<file path="config.mk">
export PLATFORM = sky130hd
export DESIGN_NAME = cv32e40x_xif_aes_ooq_flat
export DESIGN_NICKNAME = d
export VERILOG_FILES = /design/src/rtl/cv32e40x_xif_aes_ooq_if.sv /design/src/rtl/cv32e40x_xif_aes_ooq.sv /design/src/flat_wrapper.sv
export SDC_FILE = /design/constraint.sdc
export NUM_CORES = 1
export LEC_CHECK = 0
export BUFFER_PORTS_ARGS = -buffer_cell sky130_fd_sc_hd__buf_4
export CAP_MARGIN = 20
export CORE_MARGIN = 3
export CORE_UTILIZATION = 60
export CTS_CLUSTER_SIZE = 25
export DETAILED_ROUTE_END_ITERATION = 8
export PLACE_DENSITY = 0.88
export SYNTH_ARGS = -nofsm -noshare
export SYNTH_HDL_FRONTEND = slang
export SYNTH_SLANG_ARGS = --single-unit
</file>
<file path="constraint.sdc">
create_clock -name clk -period 6.4 [get_ports clk]
set_input_delay 0.64 -clock clk [delete_from_list [all_inputs] [get_ports clk]]
set_output_delay 0.64 -clock clk [all_outputs]
set_load 0.02 [all_outputs]
</file>
<file path="src/rtl/cv32e40x_xif_aes_ooq_if.sv">
// eXtension-interface bundle between the cv32e40x core and the AES
// coprocessor: issue, commit and result channels.
`timescale 1ns/1ps

interface cv32e40x_xif_aes_ooq_if #(
  parameter int X_ID_WIDTH = 4,
  parameter int XLEN       = 32
);
  logic                  issue_valid;
  logic                  issue_ready;
  logic [31:0]           issue_instr;
  logic [X_ID_WIDTH-1:0] issue_id;
  logic [2*XLEN-1:0]     issue_rs;
  logic [1:0]            issue_rs_valid;
  logic                  issue_accept;
  logic                  issue_writeback;

  logic                  commit_valid;
  logic [X_ID_WIDTH-1:0] commit_id;
  logic                  commit_kill;

  logic                  result_valid;
  logic                  result_ready;
  logic [X_ID_WIDTH-1:0] result_id;
  logic [XLEN-1:0]       result_data;
  logic [4:0]            result_rd;
  logic                  result_we;

  // core side
  modport master (
    output issue_valid, issue_instr, issue_id, issue_rs, issue_rs_valid,
    output commit_valid, commit_id, commit_kill, result_ready,
    input  issue_ready, issue_accept, issue_writeback,
    input  result_valid, result_id, result_data, result_rd, result_we
  );

  // coprocessor side
  modport slave (
    input  issue_valid, issue_instr, issue_id, issue_rs, issue_rs_valid,
    input  commit_valid, commit_id, commit_kill, result_ready,
    output issue_ready, issue_accept, issue_writeback,
    output result_valid, result_id, result_data, result_rd, result_we
  );
endinterface

</file>
<file path="src/rtl/cv32e40x_xif_aes_ooq.sv">
// AES32 XIF coprocessor: computes aes32{e,d}s{,m}i in the issue cycle and
// parks each result in an in-order tracking queue until commit or kill.
// Optional macro XIF_AES_DEC_EN adds the decrypt ops (dsi/dsmi); without it
// those encodings are treated as non-AES.
//
// Entry states:
//   state     | meaning
//   FREE      | slot unused
//   PEND      | issued, waiting for commit/kill
//   READY     | committed, result waiting to be taken at head
//   KILLED    | killed, dropped silently once it reaches head
`timescale 1ns/1ps

module cv32e40x_xif_aes_ooq #(
  parameter int X_ID_WIDTH = 4,
  parameter int XLEN       = 32,
  parameter int DEPTH      = 4
) (
  input logic                   clk,
  input logic                   rst,
  cv32e40x_xif_aes_ooq_if.slave xif
);
  localparam int PTR_W = $clog2(DEPTH);
  localparam int CNT_W = PTR_W + 1;

  typedef enum logic [1:0] {ST_FREE, ST_PEND, ST_READY, ST_KILLED} ent_state_e;

  ent_state_e            st_q [DEPTH];
  ent_state_e            st_d [DEPTH];
  logic [X_ID_WIDTH-1:0] id_q [DEPTH];
  logic [4:0]            rd_q [DEPTH];
  logic [XLEN-1:0]       data_q [DEPTH];
  logic [PTR_W-1:0]      head_q, tail_q;
  logic [CNT_W-1:0]      cnt_q;

  logic full, is_aes, issue_rdy, issue_hs, same_commit, alloc, retire, head_rdy;
  logic [4:0]      f5, shamt;
  logic [7:0]      si, so_e;
  logic [31:0]     mix;
  logic [63:0]     mix_rot;
  logic [XLEN-1:0] aes_result;

  function automatic logic [7:0] xtime(input logic [7:0] b);
    return {b[6:0], 1'b0} ^ (b[7] ? 8'h1b : 8'h00);
  endfunction

  function automatic logic [7:0] gf_mul(input logic [7:0] a, input logic [7:0] b);
    logic [7:0] p, aa;
    p  = 8'h00;
    aa = a;
    for (int i = 0; i < 8; i++) begin
      if (b[i]) p = p ^ aa;
      aa = xtime(aa);
    end
    return p;
  endfunction

  // x^254 is the multiplicative inverse in GF(2^8); maps 0 to 0
  function automatic logic [7:0] gf_inv(input logic [7:0] x);
    logic [7:0] p, r;
    p = x;
    r = 8'h01;
    for (int i = 1; i < 8; i++) begin
      p = gf_mul(p, p);
      r = gf_mul(r, p);
    end
    return r;
  endfunction

  function automatic logic [7:0] rol8(input logic [7:0] v, input int n);
    logic [15:0] d;
    d = {v, v} << n;
    return d[15:8];
  endfunction

  function automatic logic [7:0] sbox_fwd(input logic [7:0] x);
    logic [7:0] a;
    a = gf_inv(x);
    return a ^ rol8(a, 1) ^ rol8(a, 2) ^ rol8(a, 3) ^ rol8(a, 4) ^ 8'h63;
  endfunction

`ifdef XIF_AES_DEC_EN
  logic [7:0] so_d;

  function automatic logic [7:0] sbox_inv(input logic [7:0] y);
    return gf_inv(rol8(y, 1) ^ rol8(y, 3) ^ rol8(y, 6) ^ 8'h05);
  endfunction
`endif

  // decode and issue handshake
  always_comb begin
    f5     = xif.issue_instr[29:25];
    is_aes = 1'b0;
    if (xif.issue_instr[6:0] == 7'b0110011 && xif.issue_instr[14:12] == 3'b000) begin
`ifdef XIF_AES_DEC_EN
      is_aes = (f5 == 5'b10001) || (f5 == 5'b10011) || (f5 == 5'b10101) || (f5 == 5'b10111);
`else
      is_aes = (f5 == 5'b10001) || (f5 == 5'b10011);
`endif
    end
    issue_rdy = !full && (!is_aes || xif.issue_rs_valid == 2'b11);
    issue_hs  = xif.issue_valid && issue_rdy && is_aes;
  end

  assign full                = (cnt_q == CNT_W'(DEPTH));
  assign xif.issue_ready     = issue_rdy;
  assign xif.issue_accept    = is_aes;
  assign xif.issue_writeback = is_aes;

  // AES32 datapath: one S-box lookup on byte bs of rs2, rotated into place, xor rs1
  always_comb begin
    shamt = {xif.issue_instr[31:30], 3'b000};
    si    = xif.issue_rs[XLEN + 32'(shamt) +: 8];
    so_e  = sbox_fwd(si);
    mix   = 32'h0;
`ifdef XIF_AES_DEC_EN
    so_d  = sbox_inv(si);
`endif
    case (f5)
      5'b10001: mix = {24'h0, so_e};
      5'b10011: mix = {gf_mul(so_e, 8'h03), so_e, so_e, xtime(so_e)};
`ifdef XIF_AES_DEC_EN
      5'b10101: mix = {24'h0, so_d};
      5'b10111: mix = {gf_mul(so_d, 8'h0b), gf_mul(so_d, 8'h0d),
                       gf_mul(so_d, 8'h09), gf_mul(so_d, 8'h0e)};
`endif
      default:  mix = 32'h0;
    endcase
    mix_rot    = {mix, mix} << shamt;
    aes_result = xif.issue_rs[XLEN-1:0] ^ mix_rot[63:32];
  end

  // entry next-state: commit/kill lookup, head retirement, allocation at tail
  always_comb begin
    st_d        = st_q;
    alloc       = 1'b0;
    retire      = 1'b0;
    head_rdy    = (st_q[head_q] == ST_READY);
    same_commit = xif.commit_valid && (xif.commit_id == xif.issue_id);
    for (int i = 0; i < DEPTH; i++) begin
      if (xif.commit_valid && st_q[i] == ST_PEND && id_q[i] == xif.commit_id)
        st_d[i] = xif.commit_kill ? ST_KILLED : ST_READY;
    end
    if ((head_rdy && xif.result_ready) || st_q[head_q] == ST_KILLED) begin
      st_d[head_q] = ST_FREE;
      retire       = 1'b1;
    end
    // a kill that lands on the issuing id means the slot is never taken
    if (issue_hs && !(same_commit && xif.commit_kill)) begin
      alloc        = 1'b1;
      st_d[tail_q] = same_commit ? ST_READY : ST_PEND;
    end
  end

  // queue state, payload and pointers
  always_ff @(posedge clk or posedge rst) begin
    if (rst) begin
      for (int i = 0; i < DEPTH; i++) begin
        st_q[i]   <= ST_FREE;
        id_q[i]   <= '0;
        rd_q[i]   <= '0;
        data_q[i] <= '0;
      end
      head_q <= '0;
      tail_q <= '0;
      cnt_q  <= '0;
    end else begin
      st_q <= st_d;
      if (alloc) begin
        id_q[tail_q]   <= xif.issue_id;
        rd_q[tail_q]   <= xif.issue_instr[11:7];
        data_q[tail_q] <= aes_result;
        tail_q         <= tail_q + PTR_W'(1);
      end
      if (retire) head_q <= head_q + PTR_W'(1);
      cnt_q <= cnt_q + CNT_W'(alloc) - CNT_W'(retire);
    end
  end

  assign xif.result_valid = head_rdy;
  assign xif.result_we    = head_rdy;
  assign xif.result_id    = head_rdy ? id_q[head_q]   : '0;
  assign xif.result_rd    = head_rdy ? rd_q[head_q]   : '0;
  assign xif.result_data  = head_rdy ? data_q[head_q] : '0;

endmodule
</file>
<file path="src/flat_wrapper.sv">
// flat-port wrapper written by rule: the top's interface ports become plain ports
module cv32e40x_xif_aes_ooq_flat 
#(
  parameter int X_ID_WIDTH = 4,
  parameter int XLEN       = 32,
  parameter int DEPTH      = 4
)
  (clk, rst, xif_issue_valid, xif_issue_instr, xif_issue_id, xif_issue_rs, xif_issue_rs_valid, xif_commit_valid, xif_commit_id, xif_commit_kill, xif_result_ready, xif_issue_ready, xif_issue_accept, xif_issue_writeback, xif_result_valid, xif_result_id, xif_result_data, xif_result_rd, xif_result_we);
  cv32e40x_xif_aes_ooq_if #(.X_ID_WIDTH(X_ID_WIDTH), .XLEN(XLEN)) xif_i ();
  input logic clk;
  input logic rst;
  input wire logic [$bits(xif_i.issue_valid)-1:0] xif_issue_valid;
  input wire logic [$bits(xif_i.issue_instr)-1:0] xif_issue_instr;
  input wire logic [$bits(xif_i.issue_id)-1:0] xif_issue_id;
  input wire logic [$bits(xif_i.issue_rs)-1:0] xif_issue_rs;
  input wire logic [$bits(xif_i.issue_rs_valid)-1:0] xif_issue_rs_valid;
  input wire logic [$bits(xif_i.commit_valid)-1:0] xif_commit_valid;
  input wire logic [$bits(xif_i.commit_id)-1:0] xif_commit_id;
  input wire logic [$bits(xif_i.commit_kill)-1:0] xif_commit_kill;
  input wire logic [$bits(xif_i.result_ready)-1:0] xif_result_ready;
  output wire logic [$bits(xif_i.issue_ready)-1:0] xif_issue_ready;
  output wire logic [$bits(xif_i.issue_accept)-1:0] xif_issue_accept;
  output wire logic [$bits(xif_i.issue_writeback)-1:0] xif_issue_writeback;
  output wire logic [$bits(xif_i.result_valid)-1:0] xif_result_valid;
  output wire logic [$bits(xif_i.result_id)-1:0] xif_result_id;
  output wire logic [$bits(xif_i.result_data)-1:0] xif_result_data;
  output wire logic [$bits(xif_i.result_rd)-1:0] xif_result_rd;
  output wire logic [$bits(xif_i.result_we)-1:0] xif_result_we;
  assign xif_i.issue_valid = xif_issue_valid;
  assign xif_i.issue_instr = xif_issue_instr;
  assign xif_i.issue_id = xif_issue_id;
  assign xif_i.issue_rs = xif_issue_rs;
  assign xif_i.issue_rs_valid = xif_issue_rs_valid;
  assign xif_i.commit_valid = xif_commit_valid;
  assign xif_i.commit_id = xif_commit_id;
  assign xif_i.commit_kill = xif_commit_kill;
  assign xif_i.result_ready = xif_result_ready;
  assign xif_issue_ready = xif_i.issue_ready;
  assign xif_issue_accept = xif_i.issue_accept;
  assign xif_issue_writeback = xif_i.issue_writeback;
  assign xif_result_valid = xif_i.result_valid;
  assign xif_result_id = xif_i.result_id;
  assign xif_result_data = xif_i.result_data;
  assign xif_result_rd = xif_i.result_rd;
  assign xif_result_we = xif_i.result_we;
  cv32e40x_xif_aes_ooq #(.X_ID_WIDTH(X_ID_WIDTH), .XLEN(XLEN), .DEPTH(DEPTH)) u_core (.clk(clk), .rst(rst), .xif(xif_i));
endmodule
</file>
==> results of run 1 <==
==> Yosys cell counts, types with 13 or more instances <==
cell type and n:
nand2_1 476, xnor2_1 404, nor2_1 336, dfrtp_1 179, clkbuf_1 156, o21ai_0 154
a21oi_1 147, xor2_1 141, xnor3_1 91, o21ai_1 79, nor3_1 77, nand3_1 61
mux2i_1 57, mux4_2 52, nor2b_1 51, inv_1 35, o22ai_1 35, buf_2 33
xnor2_2 31, a31oi_1 29, and2_1 27, o211ai_1 23, a211oi_1 22, buf_1 22
a22oi_1 21, mux2_2 20, nand2b_1 19, nor4_1 18, ha_1 17, nand4_1 16
o32ai_1 16, or3_1 16, and3_1 14, xor2_2 14, xnor3_2 13
==> metal layers <==
layer | track usage | GRT overflow
met1 | 0.854 | 21
met2 | 0.984 | 351
met3 | 0.783 | 25
met4 | 0.900 | 255
met5 | 0.520 | 5
==> per-stage QoR <==
step	setup WS, ps	cell area (µm²)	TNS (ps)	utilization	hold WS, ps
after global placement	-8700	33300	-1089080	0.791	444
after detailed placement	-9590	33300	-1191720	0.791	461
after CTS	-8120	36400	-1020710	0.863	425
after floorplan	-8160	27000	-1017210	-	433
==> kinds of logic after synthesis <==
kind of cell	count (synthesis)	synth area share
compound gates	674	0.165
xor+xnor	720	0.331
fa+ha+maj	20	0.00981
buf+inv	268	0.0433
flops	179	0.174
mux	131	0.0774
simple gates	1161	0.199
==> timing repair <==
item	4_1_cts
endpoints found under the setup margin	128
gates resized for setup	271
pin swaps	129
cloned	2
buffers inserted	112
==> results.txt, run 1 <==
Die Span X: 213 µm
Synth top area share: 0.174
H-Tree Depth: 4
Tot GR Track Use: 0.872
Inst Count DP: 4339
Largest net degree at the start of global routing: 105
Avg Inst Size Synth: 8.17 µm²
RD Place Congestion: 1.02
Ys async rst share: 1.00
Chip height: 213 µm
Post-Syn Area: 25800 µm²
Prevailing post-synth register cell: dfrtp_1
Syn. warnings: 0
Stop err: [ERROR GRT-0232] Routing congestion too high. Check the congestion heatmap in the GUI.
Final HPWL DP: 70.6 mm
Top cells by area, synth: dfrtp_1, xnor2_1, xnor3_1, nand2_1, nor2_1
PortBufs: 147
Stop stage: global routing (5_1_grt)
Number of flops mapped to enable cells by yosys: 0
Synth Register Bits: 179
Mapped Cells: 3153
Cell accounting for the most synthesized area: dfrtp_1
Clock Path Buffers: 2
Hold_buf cts: 0
Initial core utilization: 0.611
Post-synth cell types: 103
Seq/Total Area, Yosys: 0.174
I/O pin cnt: 158
Total grt overflow: 657
Status: aborted with a tool error
Clk sinks: 179
Synth Net Count: 3283
Clock Root Buffer: clkbuf_16
Num rows: 75
TritonCTS buffer count: 17
==> inputs of run 2 (changes only) <==
CORE_UTILIZATION = 40   (was 60)
CTS_CLUSTER_SIZE = unset   (was 25)
PLACE_DENSITY = unset   (was 0.88)
PLACE_DENSITY_LB_ADDON = 0.15   (was unset)
==> results.txt, run 2 <==
Ys async rst share: 1.00
Prevailing post-synth register cell: dfrtp_1
Worst Path Max Fanout: 7
Top flop regs: u_core.data_q: 128 flops, u_core.rd_q: 20 flops, u_core.id_q: 16 flops
Syn. warnings: 0
Clock Root Buffer: clkbuf_16
Avg Inst Size Synth: 8.17 µm²
Synth cell count leaders: nand2_1, xnor2_1, nor2_1
Nets: 4131
Cell accounting for the most synthesized area: dfrtp_1
Post-Syn Area: 25800 µm²
CP arrival: 14960 ps
Clk sinks: 179
CTS clk-pin slew, worst paths: 70 ps
First-pass DRT Iterations: 8
Max reg flops: 128
Final ANT Viol Nets: 0
RSZ-0062 raised after global routing: true
Most flops, register: u_core.data_q
Reg2Reg Setup Slack: 2980 ps
Chip height: 260 µm
Largest net degree at the start of global routing: 110
Status: finished, violations left
Category of the most critical setup path: in -> reg
H-Tree Depth: 4
Vias per cell: 5.47
Final instance area: 38000 µm²
Share of cells above drive strength 1: 0.412
CTS tree: built
Most common cell after layout, fill and taps aside: buf_4
Vias in the first global route: 26200
Synth top area share: 0.174
Critical path's slowest cell: xnor3_2
Mux share of post-synthesis cell area: 0.0774
Largest family of logic cells by synthesized area: XOR/XNOR gates
Area growth from synthesis to layout: 47.7%
PortBufs: 147
Final HPWL DP: 67.3 mm
Total grt overflow: 0
Slew HR: 0.297
TritonCTS buffer count: 17
Clock Latency Late Sink: 450 ps
Req. time, crit path: 6710 ps
Post-synth cell types: 103
Routed Wire Length: 89.9 mm
Die area: 67500 µm²
Synth Register Bits: 179
Failing checks: setup timing
Mapped Cells: 3153
Slew @ Worst Pin: 1050 ps
XOR/XNOR Fraction of Synth Area: 0.331
Number of flops mapped to enable cells by yosys: 0
Final setup viols: 128
Clk_skew: 15.6 ps
Worst Setup Start Kind: input pin
Antenna violations before repair: 1
Seq/Total Area, Yosys: 0.174
Top cells by area, synth: dfrtp_1, xnor2_1, xnor3_1, nand2_1, nor2_1
Remaining DRCs: 0
Synth Area in Simple Gates: 0.199
Tcrit/Tclk final: 2.29
Post-DR wirelength/cell: 18.5 µm
Synth Net Count: 3283
RD Place Congestion: 0.940
Synth Area in Adders: 0.00981
Clock Path Buffers: 2
CORE AREA: 63400 µm²
Hold_buf cts: 0
Synth Area in Compound Gates: 0.165
Top-count cell post-synth: nand2_1
Worst setup margin: -8250 ps
Min-delay worst type: in -> async
FMAX: 0.0683 GHz
Slew Limit Fails: 0
Num rows: 92
Commonest non-fill, non-tap cells in the layout: buf_4, nand2_1, xnor2_1
Crit path top cell by count: xnor3_2
Critical path's largest stage delay: 560 ps
DR iter-0 viols: 1935
Period minus WS final: 14650 ps
Placed cell areas: 34000 µm²
Worst setup EP type: flop
First-pass GRT wire length: 141 mm
DR vias: 26600
Tot GR Track Use: 0.258
Fin. Hold Viols: 0
# Max-Cap Violations: 0
Die Span X: 260 µm
Initial core utilization: 0.406
I/O pin cnt: 158
-- run 2: cell counts after synthesis --
No cell type changed its count.
-- run 2: layout make-up --
cell class                      count  area, µm²
Clock buffer                       20        467
Antenna cell                        1       2.50
Sequential cell                   179       4480
Clock inverter                     12        165
Tap cell                          846       1060
Multi-Input combinational cell   2706      23200
Inverter                           44        180
Fill cell                        5490      25400
Timing Repair Buffer             1053       8460
-- run 2: routing by layer --
| metal | part of all wire | track usage |
|---|---|---|
| met3 | 0.049 | 0.0261 |
| met5 | 0 | 0 |
| met2 | 0.49 | 0.445 |
| met1 | 0.45 | 0.350 |
| met4 | 0.018 | 0.0553 |
-- run 2: critical path: cells and delay by family --
family          cells  cell delay, ps
simple gates        5             850
xor+xnor           29            8630
buf+inv             9            1220
fa+ha+maj           1             310
mux                 5            1590
compound gates     10            1730
-- run 2: timing repair --
action	in CTS	in global routing
endpoints found under the setup margin	128	128
setup buffers	102	62
pin swaps	94	135
resized for setup	205	216
-- run 2: final timing paths --
check,start,cells past startpoint,end
setup / recovery,xif_issue_instr[30],59,u_core.data_q[12]$_DFFE_PP0P_
hold / removal,rst,2,u_core.id_q[14]$_DFFE_PP0P_
setup reg to reg,u_core.head_q[0]$_DFFE_PP0N_,9,u_core.cnt_q[2]$_DFF_PP0_
hold reg to reg,u_core.rd_q[8]$_DFFE_PP0P_,2,u_core.rd_q[8]$_DFFE_PP0P_
max in group asynchronous,rst,3,u_core.rd_q[14]$_DFFE_PP0P_
min in group clk,xif_issue_instr[8],3,u_core.rd_q[1]$_DFFE_PP0P_
-- run 2: cells by family after synthesis --
logic type      count (synthesis)
buf+inv                       268
xor+xnor                      720
mux                           131
simple gates                 1161
compound gates                674
fa+ha+maj                      20
flops                         179
-- run 2: per-stage QoR --
stage	setup WS, ps	std cells	hold WS [ps]	utilization	TNS (ps)
4_1_cts	-8030	4800	393	0.575	-1010190
5_1_grt	-8710	4861	405	0.600	-1096090
2_1_floorplan	-8160	3153	433	-	-1017210
3_5_place_dp	-9140	4679	450	0.535	-1147180
6_report	-8250	4861	384	0.600	-1035420
3_3_place_gp	-8980	4678	444	0.535	-1125780
Power of run 2 is not shown: default switching activity piles up to over one toggle a cycle in this logic, so the estimate is an artifact.
==> inputs of run 3 (changes only) <==
TNS_END_PERCENT = 10   (was unset)
==> results.txt, run 3 (synthesis gave the netlist of run 2 again) <==
Status: finished, violations left
Failing checks: setup timing
Crit path top cell by count: xnor3_2
Period minus WS final: 14460 ps
Vias per cell: 5.45
Final setup viols: 128
Most common cell after layout, fill and taps aside: buf_4
Worst Setup Start Kind: input pin
Clk_skew: 7.93 ps
Final HPWL DP: 67.8 mm
Slew HR: 0.267
Die Span X: 260 µm
DR iter-0 viols: 1907
CTS tree: built
Share of cells above drive strength 1: 0.387
Slew Limit Fails: 0
Final ANT Viol Nets: 0
Reg2Reg Setup Slack: 3310 ps
Worst setup margin: -8060 ps
First-pass DRT Iterations: 6
Top flop regs: u_core.data_q: 128 flops, u_core.rd_q: 20 flops, u_core.id_q: 16 flops
Clock Path Buffers: 2
Tot GR Track Use: 0.263
Initial core utilization: 0.406
# Max-Cap Violations: 0
I/O pin cnt: 158
Slew @ Worst Pin: 1080 ps
First-pass GRT wire length: 144 mm
RSZ-0062 raised after global routing: true
Routed Wire Length: 90.1 mm
Chip height: 260 µm
CTS clk-pin slew, worst paths: 70 ps
Critical path's largest stage delay: 540 ps
Nets: 4060
Category of the most critical setup path: in -> reg
Finished Layout Cells: 4791
Min-delay worst type: in -> async
CP arrival: 14780 ps
Max reg flops: 128
Antenna violations before repair: 4
CORE AREA: 63400 µm²
Clock Root Buffer: clkbuf_16
H-Tree Depth: 4
Critical path's slowest cell: mux4_2
Setup slack at placement: -8950 ps
RD Place Congestion: 0.924
TritonCTS buffer count: 17
Fin. Hold Viols: 0
Inst Count DP: 4665
Area growth from synthesis to layout: 43.6%
Largest net degree at the start of global routing: 96
Worst Path Max Fanout: 12
Util after Layout: 0.583
Remaining DRCs: 0
Clock Latency Late Sink: 430 ps
Worst setup EP type: flop
Num rows: 92
Vias in the first global route: 26400
Die area: 67500 µm²
Most flops, register: u_core.data_q
PortBufs: 147
Commonest non-fill, non-tap cells in the layout: buf_4, nand2_1, nor2_1
Clk sinks: 179
Req. time, crit path: 6710 ps
Setup TNS: -1010380 ps
Tcrit/Tclk final: 2.26
DR vias: 26100
Post-DR wirelength/cell: 18.8 µm
Total grt overflow: 0
FMAX: 0.0691 GHz
-- run 3: layout make-up --
class                   instances  area (µm²)
repair buffers                981        7820
well taps                     846        1060
clock buffers                  17         425
inverters                      44         176
diodes                          2        5.00
multi-input cells            2707       22900
fillers                      5560       26400
flip-flops and latches        179        4480
clock inverters                15         169
-- run 3: per-layer routing --
metal,vias up,share of wire,global-route usage
met5,-,0.00030,0
met4,4,0.018,0.0609
met3,110,0.053,0.0263
met2,804,0.49,0.448
met1,12700,0.44,0.359
li1,12500,-,-
-- run 3: timing repair --
| item | 4_1_cts | 5_1_grt |
|---|---|---|
| resized for setup | 202 | 128 |
| gates cloned | 2 | 0 |
| hold endpoints to repair | 0 | 0 |
| pin swaps | 52 | 62 |
| buffers inserted | 56 | 33 |
| setup endpoints to repair | 128 | 128 |
| hold buffers | 0 | 0 |
-- run 3: path summary, 6_finish.rpt --
| path | startpoint | to | cells after the start |
|---|---|---|---|
| setup reg to reg | u_core.head_q[1]$_DFFE_PP0N_ | u_core.cnt_q[2]$_DFF_PP0_ | 10 |
| max in group asynchronous | rst | u_core.data_q[96]$_DFFE_PP0P_ | 4 |
| hold reg to reg | u_core.rd_q[6]$_DFFE_PP0P_ | u_core.rd_q[6]$_DFFE_PP0P_ | 2 |
| min in group clk | xif_issue_instr[8] | u_core.rd_q[11]$_DFFE_PP0P_ | 3 |
| setup / recovery | xif_issue_instr[30] | u_core.data_q[74]$_DFFE_PP0P_ | 60 |
| hold / removal | rst | u_core.tail_q[0]$_DFFE_PP0P_ | 2 |
-- run 3: critical path: cells and delay by family --
| kind | cells | cell delay, ps |
|---|---|---|
| AO/OA/AOI/OAI | 7 | 1390 |
| XOR/XNOR | 28 | 8390 |
| adder cells (fa/ha/maj) | 2 | 590 |
| buffers and inverters | 10 | 1500 |
| multiplexers | 2 | 740 |
| AND/OR/NAND/NOR | 11 | 1490 |
-- run 3: per-stage QoR --
step	instance area (µm²)	hold WS (ps)
floorplan	26800	433
global placement	33700	444
detailed placement	33700	451
CTS	36000	420
global route	37000	432
finish	37000	409
Power of run 3 is left out for the same reason.
